### src/rtl/m_sel_arb_pkg.sv
// Shared encodings and small helpers for the round-robin select arbiter.
// Owner indices map to sources one..three; select codes follow the downstream mux encoding.
package m_sel_arb_pkg;

  typedef logic [1:0] owner_t;

  localparam logic [0:0] ST_IDLE  = 1'b0;
  localparam logic [0:0] ST_GRANT = 1'b1;

  localparam logic [1:0] SEL_ONE   = 2'b01;
  localparam logic [1:0] SEL_TWO   = 2'b10;
  localparam logic [1:0] SEL_THREE = 2'b00;

  localparam owner_t OWN_ONE   = 2'd0;
  localparam owner_t OWN_TWO   = 2'd1;
  localparam owner_t OWN_THREE = 2'd2;

  // Next owner index in round-robin order, modulo three.
  function automatic owner_t rr_next(input owner_t idx);
    owner_t res;
    case (idx)
      OWN_ONE:   res = OWN_TWO;
      OWN_TWO:   res = OWN_THREE;
      OWN_THREE: res = OWN_ONE;
      default:   res = OWN_ONE;
    endcase
    return res;
  endfunction

  function automatic logic req_bit(input logic [2:0] req, input owner_t idx);
    logic res;
    case (idx)
      OWN_ONE:   res = req[0];
      OWN_TWO:   res = req[1];
      OWN_THREE: res = req[2];
      default:   res = 1'b0;
    endcase
    return res;
  endfunction

  function automatic logic [1:0] sel_of(input owner_t idx);
    logic [1:0] res;
    case (idx)
      OWN_ONE:   res = SEL_ONE;
      OWN_TWO:   res = SEL_TWO;
      OWN_THREE: res = SEL_THREE;
      default:   res = SEL_THREE;
    endcase
    return res;
  endfunction

  function automatic logic [2:0] gnt_of(input owner_t idx);
    logic [2:0] res;
    case (idx)
      OWN_ONE:   res = 3'b001;
      OWN_TWO:   res = 3'b010;
      OWN_THREE: res = 3'b100;
      default:   res = 3'b000;
    endcase
    return res;
  endfunction

endpackage

### src/rtl/m_sel_arb_if.sv
// Request/select bundle between the request sources and the select arbiter.
interface m_sel_arb_if;
  logic [2:0] din_req;
  logic [1:0] dout_sel;
  logic [2:0] dout_gnt;
  logic       dout_valid;
  logic       dout_switch;

  modport master (
    output din_req,
    input  dout_sel,
    input  dout_gnt,
    input  dout_valid,
    input  dout_switch
  );

  modport slave (
    input  din_req,
    output dout_sel,
    output dout_gnt,
    output dout_valid,
    output dout_switch
  );
endinterface

### src/rtl/m_sel_arb_rr_pick.sv
// Combinational round-robin picker: scans start+1, start+2, then start itself
// unless excl_en drops the start index from the search.
module m_rr_pick
  import m_sel_arb_pkg::*;
(
  input  logic [2:0] req,
  input  owner_t     start,
  input  logic       excl_en,
  output owner_t     winner,
  output logic       found
);

  owner_t cand1_s;
  owner_t cand2_s;

  assign cand1_s = rr_next(start);
  assign cand2_s = rr_next(cand1_s);

  // Priority scan over the three candidates in round-robin order.
  always_comb begin
    winner = start;
    found  = 1'b0;
    if (req_bit(req, cand1_s)) begin
      winner = cand1_s;
      found  = 1'b1;
    end else if (req_bit(req, cand2_s)) begin
      winner = cand2_s;
      found  = 1'b1;
    end else if (!excl_en && req_bit(req, start)) begin
      winner = start;
      found  = 1'b1;
    end else begin
      winner = start;
      found  = 1'b0;
    end
  end

endmodule

### src/rtl/m_sel_arb.sv
// Registered round-robin select arbiter feeding the priority-select mux; each grant
// is held for at least HOLD_CYC cycles so the mux never glitches between sources.
module m_sel_arb
  import m_sel_arb_pkg::*;
#(
  parameter int HOLD_CYC = 4,
  parameter int CNT_W    = 8
) (
  input  logic        clk,
  input  logic        rst_n,
  m_sel_arb_if.slave  bus
);

  localparam logic [CNT_W-1:0] CNT_LOAD = CNT_W'(HOLD_CYC - 1);
  localparam logic [CNT_W-1:0] CNT_ZERO = {CNT_W{1'b0}};
  localparam logic [CNT_W-1:0] CNT_ONE  = CNT_W'(1);

  logic [0:0]       state_r;
  logic [0:0]       state_nxt_s;
  logic [CNT_W-1:0] cnt_r;
  logic [CNT_W-1:0] cnt_nxt_s;
  owner_t           last_r;
  owner_t           last_nxt_s;
  owner_t           owner_r;
  owner_t           owner_nxt_s;
  logic             valid_nxt_s;
  logic             switch_nxt_s;

  logic [1:0]       sel_r;
  logic [2:0]       gnt_r;
  logic             valid_r;
  logic             switch_r;

  owner_t           pick_start_s;
  logic             pick_excl_s;
  owner_t           pick_win_s;
  logic             pick_found_s;

  // In GRANT the owner always equals the last pointer; excluding it lets others win first.
  assign pick_start_s = (state_r == ST_GRANT) ? owner_r : last_r;
  assign pick_excl_s  = (state_r == ST_GRANT);

  m_rr_pick u_pick (
    .req     (bus.din_req),
    .start   (pick_start_s),
    .excl_en (pick_excl_s),
    .winner  (pick_win_s),
    .found   (pick_found_s)
  );

  // Next-state decode for ownership, hold counter and output qualifiers.
  always_comb begin
    state_nxt_s  = state_r;
    cnt_nxt_s    = cnt_r;
    last_nxt_s   = last_r;
    owner_nxt_s  = owner_r;
    valid_nxt_s  = valid_r;
    switch_nxt_s = 1'b0;
    case (state_r)
      ST_IDLE: begin
        if (pick_found_s) begin
          state_nxt_s  = ST_GRANT;
          cnt_nxt_s    = CNT_LOAD;
          owner_nxt_s  = pick_win_s;
          last_nxt_s   = pick_win_s;
          valid_nxt_s  = 1'b1;
          switch_nxt_s = 1'b1;
        end else begin
          valid_nxt_s  = 1'b0;
        end
      end
      ST_GRANT: begin
        if (cnt_r != CNT_ZERO) begin
          cnt_nxt_s    = cnt_r - CNT_ONE;
        end else if (pick_found_s) begin
          cnt_nxt_s    = CNT_LOAD;
          owner_nxt_s  = pick_win_s;
          last_nxt_s   = pick_win_s;
          valid_nxt_s  = 1'b1;
          switch_nxt_s = 1'b1;
        end else if (req_bit(bus.din_req, owner_r)) begin
          cnt_nxt_s    = CNT_LOAD;
        end else begin
          state_nxt_s  = ST_IDLE;
          cnt_nxt_s    = CNT_ZERO;
          valid_nxt_s  = 1'b0;
        end
      end
      default: begin
        state_nxt_s  = ST_IDLE;
        cnt_nxt_s    = CNT_ZERO;
        valid_nxt_s  = 1'b0;
      end
    endcase
  end

  // State, counter, pointer and registered mux-facing outputs.
  always_ff @(posedge clk or negedge rst_n) begin
    if (!rst_n) begin
      state_r  <= ST_IDLE;
      cnt_r    <= CNT_ZERO;
      last_r   <= OWN_THREE;
      owner_r  <= OWN_THREE;
      sel_r    <= SEL_THREE;
      gnt_r    <= 3'b000;
      valid_r  <= 1'b0;
      switch_r <= 1'b0;
    end else begin
      state_r  <= state_nxt_s;
      cnt_r    <= cnt_nxt_s;
      last_r   <= last_nxt_s;
      owner_r  <= owner_nxt_s;
      sel_r    <= valid_nxt_s ? sel_of(owner_nxt_s) : SEL_THREE;
      gnt_r    <= valid_nxt_s ? gnt_of(owner_nxt_s) : 3'b000;
      valid_r  <= valid_nxt_s;
      switch_r <= switch_nxt_s;
    end
  end

  assign bus.dout_sel    = sel_r;
  assign bus.dout_gnt    = gnt_r;
  assign bus.dout_valid  = valid_r;
  assign bus.dout_switch = switch_r;

endmodule

### src/flat_wrapper.sv
// flat-port wrapper written by rule: the top's interface ports become plain ports
module m_sel_arb_flat import m_sel_arb_pkg::*;
#(
  parameter int HOLD_CYC = 4,
  parameter int CNT_W    = 8
)
  (clk, rst_n, bus_din_req, bus_dout_sel, bus_dout_gnt, bus_dout_valid, bus_dout_switch);
  m_sel_arb_if bus_i ();
  input  logic clk;
  input  logic rst_n;
  input wire logic [$bits(bus_i.din_req)-1:0] bus_din_req;
  output wire logic [$bits(bus_i.dout_sel)-1:0] bus_dout_sel;
  output wire logic [$bits(bus_i.dout_gnt)-1:0] bus_dout_gnt;
  output wire logic [$bits(bus_i.dout_valid)-1:0] bus_dout_valid;
  output wire logic [$bits(bus_i.dout_switch)-1:0] bus_dout_switch;
  assign bus_i.din_req = bus_din_req;
  assign bus_dout_sel = bus_i.dout_sel;
  assign bus_dout_gnt = bus_i.dout_gnt;
  assign bus_dout_valid = bus_i.dout_valid;
  assign bus_dout_switch = bus_i.dout_switch;
  m_sel_arb #(.HOLD_CYC(HOLD_CYC), .CNT_W(CNT_W)) u_core (.clk(clk), .rst_n(rst_n), .bus(bus_i));
endmodule
### config.mk
export PLATFORM = sky130hd
export DESIGN_NAME = m_sel_arb_flat
export DESIGN_NICKNAME = d
export VERILOG_FILES = /design/src/rtl/m_sel_arb_pkg.sv /design/src/rtl/m_sel_arb_if.sv /design/src/rtl/m_sel_arb_rr_pick.sv /design/src/rtl/m_sel_arb.sv /design/src/flat_wrapper.sv
export SDC_FILE = /design/constraint.sdc
export NUM_CORES = 1
export LEC_CHECK = 0
export ABC_AREA = 1
export BUFFER_PORTS_ARGS = -buffer_cell sky130_fd_sc_hd__buf_2
export CAP_MARGIN = 10
export CELL_PAD_IN_SITES_DETAIL_PLACEMENT = 0
export CELL_PAD_IN_SITES_GLOBAL_PLACEMENT = 1
export CORE_UTILIZATION = 45
export DETAILED_ROUTE_END_ITERATION = 8
export PLACE_DENSITY = 0.83
export SKIP_LAST_GASP = 1
export SLEW_MARGIN = 0
export SYNTH_ARGS = -nofsm -noshare
export SYNTH_HDL_FRONTEND = slang
export SYNTH_SLANG_ARGS = --single-unit
### constraint.sdc
create_clock -name clk -period 3.3 [get_ports clk]
set_input_delay 0.165 -clock clk [delete_from_list [all_inputs] [get_ports clk]]
set_output_delay 0.165 -clock clk [all_outputs]
set_load 0.03 [all_outputs]
# Yosys cells after proc, flatten, opt, wreduce, memory -nomap -nowiden

Cells that the tools add are included.

Register bits after elaboration: 20
Output and inout bits: 7
Word-level logic and storage cells: 74

Add/subtract/negate cells: 1
Equality and inequality tests: 12
Muxes and demuxes: 44
Bitwise logic cells: 1
Reductions and logical operators: 8

Operators with widths:

| kind                                                | number |
|---|---|
| two-way mux 8 bit                                   | 3 |
| one-hot mux 2 bit (2 select lines)                  | 5 |
| two-way mux 2 bit                                   | 9 |
| two-way mux 1 bit                                   | 17 |
| one-hot mux 8 bit (2 select lines)                  | 1 |
| one-hot mux 1 bit (3 select lines)                  | 4 |
| equality test 2 x 1 -> 1 bit, second input constant | 5 |
| equality test 2 bit, second input constant          | 5 |
| zero test 2 bit                                     | 5 |
| one-hot mux 3 bit (3 select lines)                  | 1 |
| nonzero test 8 bit                                  | 1 |
| subtractor 8 x 1 -> 8 bit, second input constant    | 1 |
| one-hot mux 1 bit (2 select lines)                  | 3 |
| two-way mux 3 bit                                   | 1 |
| != test 2 x 1 -> 1 bit, second input constant       | 1 |
| != test 2 bit, second input constant                | 1 |
| logical AND 1 bit                                   | 1 |
| zero test 1 bit                                     | 1 |
| inverter 1 bit                                      | 1 |

# Depth between registers and ports, before layout

Depth after elaboration: 22
Depth in mapped cells: 14
Mapped depth without buffers: 14

# By module

A second synthesis with hierarchy kept.

Cell total of the unflattened synthesis: 128
Area, all modules: 1097.3 um^2

By module, submodules not included:

| module    | times used | cells each | area each (um^2) |
|---|---|---|---|
| m_sel_arb | 1          | 104        | 974.7 |
| m_rr_pick | 1          | 24         | 122.6 |

# Least setup slack after synthesis

OpenSTA, ideal clock, no wires.

Path kind: flip-flop to flip-flop
Start: register u_core.owner_r[1]
End: register u_core.gnt_r[2], in the netlist u_core.bus.dout_gnt[2]
Setup time: 0.116 ns
Arrival: 1.560 ns
Required time: 3.184 ns
Path slack: 1.624 ns
Stages on the path, launching flop included: 14
Buffers on the path: 0
Cells stage by stage: dfstp_2 > inv_1 > nand2_1 > nand2_4 > nand3_2 > nand2_2 > nor2_4 > nand2_2 > nor2_4 > nand2_1 > nand2_2 > nand2_2 > nand2_4 > nor2_1

Word-level cells in the longest chain between the ends: 16
Elaborated cells on any way between the ends: 44

RTL lines:

| item                                                                   | line                                     | RTL |
|---|---|---|
| start, declared                                                        | m_sel_arb.sv:24                          | `owner_t owner_r;` |
| start signal, assigned                                                 | m_sel_arb.sv:112                         | `owner_r <= owner_nxt_s;` |
| two-way mux 2 bit                                                      | m_sel_arb.sv:40                          | `assign pick_start_s = (state_r == ST_GRANT) ? owner_r : last_r;` |
| equality test 2 x 1 -> 1 bit / zero test 2 bit (equally long branches) | m_sel_arb_pkg.sv:21, m_sel_arb_pkg.sv:32 |  |
| one-hot mux 2 bit (2 select lines)                                     | m_sel_arb_pkg.sv:21                      | `case (idx)` |
| equality test 2 x 1 -> 1 bit / zero test 2 bit (equally long branches) | m_sel_arb_pkg.sv:21, m_sel_arb_pkg.sv:32 |  |
| one-hot mux 2 bit (2 select lines)                                     | m_sel_arb_pkg.sv:21                      |  |
| equality test 2 bit (tied with other cells)                            | m_sel_arb_pkg.sv:32                      | `case (idx)` |
| one-hot mux 1 bit (3 select lines)                                     | m_sel_arb_pkg.sv:32                      |  |
| two-way mux 1 bit                                                      | m_sel_arb_rr_pick.sv:23                  | `if (req_bit(req, cand1_s)) begin` |
| two-way mux 2 bit / two-way mux 1 bit (equally long branches)          | m_sel_arb_rr_pick.sv:26                  | `end else if (req_bit(req, cand2_s)) begin` |
| two-way mux 2 bit / two-way mux 1 bit (equally long branches)          | m_sel_arb_rr_pick.sv:23                  |  |
| two-way mux 2 bit                                                      | m_sel_arb.sv:61, m_sel_arb.sv:75         |  |
| two-way mux 2 bit                                                      | m_sel_arb.sv:73                          | `if (cnt_r != CNT_ZERO) begin` |
| one-hot mux 2 bit (2 select lines)                                     | m_sel_arb.sv:59                          | `case (state_r)` |
| equality test 2 bit (tied with other cells)                            | m_sel_arb_pkg.sv:54                      | `case (idx)` |
| one-hot mux 3 bit (3 select lines)                                     | m_sel_arb_pkg.sv:54                      |  |
| two-way mux 3 bit *                                                    | m_sel_arb.sv:114                         | `gnt_r <= valid_nxt_s ? gnt_of(owner_nxt_s) : 3'b000;` |
| end signal, assigned                                                   | m_sel_arb.sv:114                         |  |
| end, declared                                                          | m_sel_arb.sv:30                          | `logic [2:0] gnt_r;` |

Mark *: on every way between the ends. The rest lies on a longest branch, timed or not. The select of a mux whose other input is x is not followed.
A chain may end at the register's enable or synchronous reset.

# Worst setup path in the final report

Start: register u_core.cnt_r[0]
End: register u_core.gnt_r[2], in the netlist u_core.bus.dout_gnt[2]

Word-level cells in the longest chain between the ends: 6
Elaborated cells on any way between the ends: 10

RTL lines:

| item                                        | line                | RTL |
|---|---|---|
| start, declared                             | m_sel_arb.sv:20     | `logic [CNT_W-1:0] cnt_r;` |
| start signal, assigned                      | m_sel_arb.sv:110    | `cnt_r <= cnt_nxt_s;` |
| nonzero test 8 bit *                        | m_sel_arb.sv:73     |  |
| two-way mux 2 bit *                         | m_sel_arb.sv:73     |  |
| one-hot mux 2 bit (2 select lines) *        | m_sel_arb.sv:59     |  |
| net u_core.owner_nxt_s[1]                   | m_sel_arb.sv:25     | `owner_t owner_nxt_s;` |
| equality test 2 bit (tied with other cells) | m_sel_arb_pkg.sv:54 |  |
| one-hot mux 3 bit (3 select lines) *        | m_sel_arb_pkg.sv:54 |  |
| two-way mux 3 bit *                         | m_sel_arb.sv:114    |  |

Mark *: on every way through the listed nets, which the timed path passes. The rest lies on a longest branch.

==> results.md <==
- Run status: finished, final reports clean
- GPL Wtd Cong: 0.810
- Worst R2R Setup Slack: 1.23 ns
- Critical Path Start: u_core.cnt_r[0]
- Synthesis warning total: 0
- Mapped Area: 1130 µm²
- Clk pwr share: 32.0%
- CTS tree: yes
- Num ports: 12
- Post-synth EDFFs: 0
- Max Fclk: 482 MHz
- Clk sinks: 18
- Mean post-synth cell area: 7.82 µm²
- Multi-input gate area: 578 µm²
- Worst setup path end: u_core.bus.dout_gnt[2]
- Setup-failing EPs final: 0
- Cell row count: 17
- Share of layout cells above drive strength 1: 26.6%
- Cts hold-fix bufs: 1
- Sequential share of the synthesized area: 40.0%
- DRC Markers: 0
- Register area: 453 µm²
- Hpwl dp: 1710 µm
- Crit Reg-Reg Endpoint: u_core.bus.dout_gnt[2]
- Via density per instance: 5.07
- Final Util: 54.0%
- Core area: 2300 µm²
- Total Nets Final: 165
- CTS Buf Count: 3
- Post-DRT Antenna Nets: 0
- Clock Skews: 0.00528 ns
- Max Transition Viols Final: 0
- Power density over the cells: 291 nW/µm²
- GRT overflow: 0
- Worst IR drop on VDD: 0.210 mV
- Sum Neg Setup Slack: 0 ns
- TritonRoute pass-1 iters: 4
- Hold WC Path Type: primary input to asynchronous set/reset pin
- Net Count, Synth: 151
- Root Buffer: clkbuf_4
- First-pass GRT wire length: 3890 µm
- Critical path peak fanout: 11
- Post-synthesis cell type count: 26
- Max_slew headroom: 71.8%
- Layout area overhead: 9.38%
- Crit path time final: 2.07 ns
- MaxCap Viol Count: 0
- Required time worst endpoint: 3.54 ns
- Diode count: 0
- Initial antenna violation count: 0
- LEAKAGE: 0.000678 µW
- Clk_lat worst skew: 0.30 ns
- Die Area: 2720 µm²
- Number of global-route vias before repair: 919
- Post-CTS sizing: 0
- Buffers added on ports: 11
- Starting Density: 49.3%
- Worst r2r src: u_core.cnt_r[0]
- Via count: 943
- Clk slew on worst S/H paths: 0.10 ns
- Die width: 52.2 µm
- Pin count of the biggest net entering global routing: 19
- Chip height: 52.2 µm
- Mapped Cells: 145
- Slew @ Worst Pin: 0.422 ns
- Gr usage total: 19.9%
- Htree depth: 1
- Worst setup EP type: flop
- Crit Path Class: flop to flop
- Async SR Flop Fraction: 100%
- Net Switching: 84.9 µW
- Seq pwr share: 61.1%
- Synth Flop Type: dfrtp_1
- Gate power share: 6.9%
- Internal: 276 µW
- Sw frac: 23.5%
- Filler cell count: 229
- FF+latch count, synth: 18
- Final worst path period share: 62.8%
- Final Hold Viols: 0
- Post-CTS Setup Inserts: 0
- Cells on worst reg2reg path: 12
- Detailed Route WL: 2240 µm
- WP data arrival: 2.31 ns
- Initial drt markers: 23
- Clock Path Buffers: 2
- Startpoint Class: flop
- Routed WL per cell: 12.1 µm
- RSZ-0062 raised after global routing: false
==> sequential cells by signal, indices dropped and copies added, names as in the netlist <==
register,count
u_core.bus.dout_gnt,1
u_core.bus.dout_sel,2
u_core.bus.dout_switch,1
u_core.bus.dout_valid,1
u_core.cnt_r,8
u_core.last_r,2
u_core.owner_r,2
u_core.pick_excl_s,1
==> area by class of cell <==
| type | count | share of cell area (%) |
|---|---|---|
| Sequential cell | 18 | 36.5 |
| Clock buffer | 4 | 2.12 |
| Timing Repair Buffer | 12 | 5.25 |
| Multi-Input combinational cell | 102 | 46.6 |
| Inverter | 22 | 6.66 |
| Tap cell | 28 | 2.83 |
==> how the worst min path moves through the flow <==
stage                     slack, ns  cells past startpoint   from                      to
final                          0.32                      2  rst_n         u_core.cnt_r[6]
after global placement         0.12                      1  rst_n        u_core.last_r[0]
after detailed placement       0.13                      1  rst_n  u_core.bus.dout_switch
after floorplan               -0.13                      0  rst_n  u_core.bus.dout_gnt[2]
after CTS                      0.34                      2  rst_n         u_core.cnt_r[6]
after global routing           0.35                      2  rst_n         u_core.cnt_r[6]
==> power groups by stage <==
stage / Combinational, µW / Sequential [µW] / Clock [µW]
after floorplan: 13.2 / 225 / 0
after global placement: 24.1 / 225 / 0
after detailed placement: 24.3 / 225 / 0
after CTS: 25.4 / 221 / 119
after global routing: 28.3 / 221 / 129
final: 24.9 / 221 / 115
==> metal layers <==
layer  up-vias  part of all wire [%]  global-route usage [%]
met4         0                   1.9                    7.89
li1        487                     -                       -
met3         5                   4.4                    3.77
met5         -                     0                       0
met2        15                    46                    31.8
met1       436                    47                    26.3
==> worst max-delay path, stage by stage, from the launching register on <==
cell,delay (ns)
dfrtp_1,0.39
inv_1,0.09
ha_1,0.19
nand3_1,0.13
nor2_1,0.14
nand3_1,0.14
nand2_1,0.36
nand2_2,0.17
inv_2,0.11
nand2_1,0.06
nand2_1,0.08
nand2_1,0.06
nor2_1,0.08
==> logic make-up (layout without fill, tap and decap cells) <==
kind of cell | count (synthesis) | in the layout | synth area share (%)
DFF | 18 | 18 | 40.0
adders and majority gates | 1 | 1 | 1.10
xor gates and xnor gates | 5 | 5 | 3.86
and+or+nand+nor | 79 | 79 | 37.3
buffers and inverters | 25 | 38 | 9.05
AOI/OAI and AO/OA | 17 | 17 | 8.72
==> metrics by stage <==
stage	cell area (µm²)	hold slack (ns)	setup slack (ns)	std cells	power, µW
5_1_grt	1240	0.354	0.991	186	378
2_1_floorplan	1130	-0.131	1.62	145	238
4_1_cts	1240	0.336	1.22	186	365
6_report	1240	0.319	1.23	186	361
3_5_place_dp	1200	0.129	1.26	181	249
3_3_place_gp	1200	0.124	1.25	181	249
==> synthesized netlist by cell type, types with 3 or more instances <==
| cell type | n | area [µm²] |
|---|---|---|
| a21oi_1 | 6 | 30.0 |
| dfrtp_1 | 16 | 400 |
| inv_1 | 17 | 63.8 |
| inv_2 | 5 | 18.8 |
| nand2_1 | 29 | 109 |
| nand2_2 | 7 | 43.8 |
| nand2_4 | 4 | 45.0 |
| nand3_1 | 11 | 55.1 |
| nand3_2 | 5 | 50.1 |
| nor2_1 | 15 | 56.3 |
| nor2_4 | 3 | 33.8 |
| o21ai_0 | 4 | 20.0 |
| o22ai_1 | 3 | 18.8 |
| xor2_1 | 4 | 35.0 |
==> placed cells by master (no fill, tap or decap), drive strengths merged <==
cell type / Yosys / routed
a21oi: 6 / 6
a31oi: 1 / 1
buf: 3 / 11
clkbuf: 0 / 4
dfrtp: 16 / 16
dfstp: 2 / 2
dlygate4sd3: 0 / 1
ha: 1 / 1
inv: 22 / 22
nand2: 40 / 40
nand3: 16 / 16
nand4: 2 / 2
nor2: 20 / 20
nor3: 1 / 1
o21a: 1 / 1
o21ai: 4 / 4
o22ai: 3 / 3
o31ai: 1 / 1
o32ai: 1 / 1
xnor2: 1 / 1
xor2: 4 / 4
Note: power is estimated with default switching activity, not from simulation.
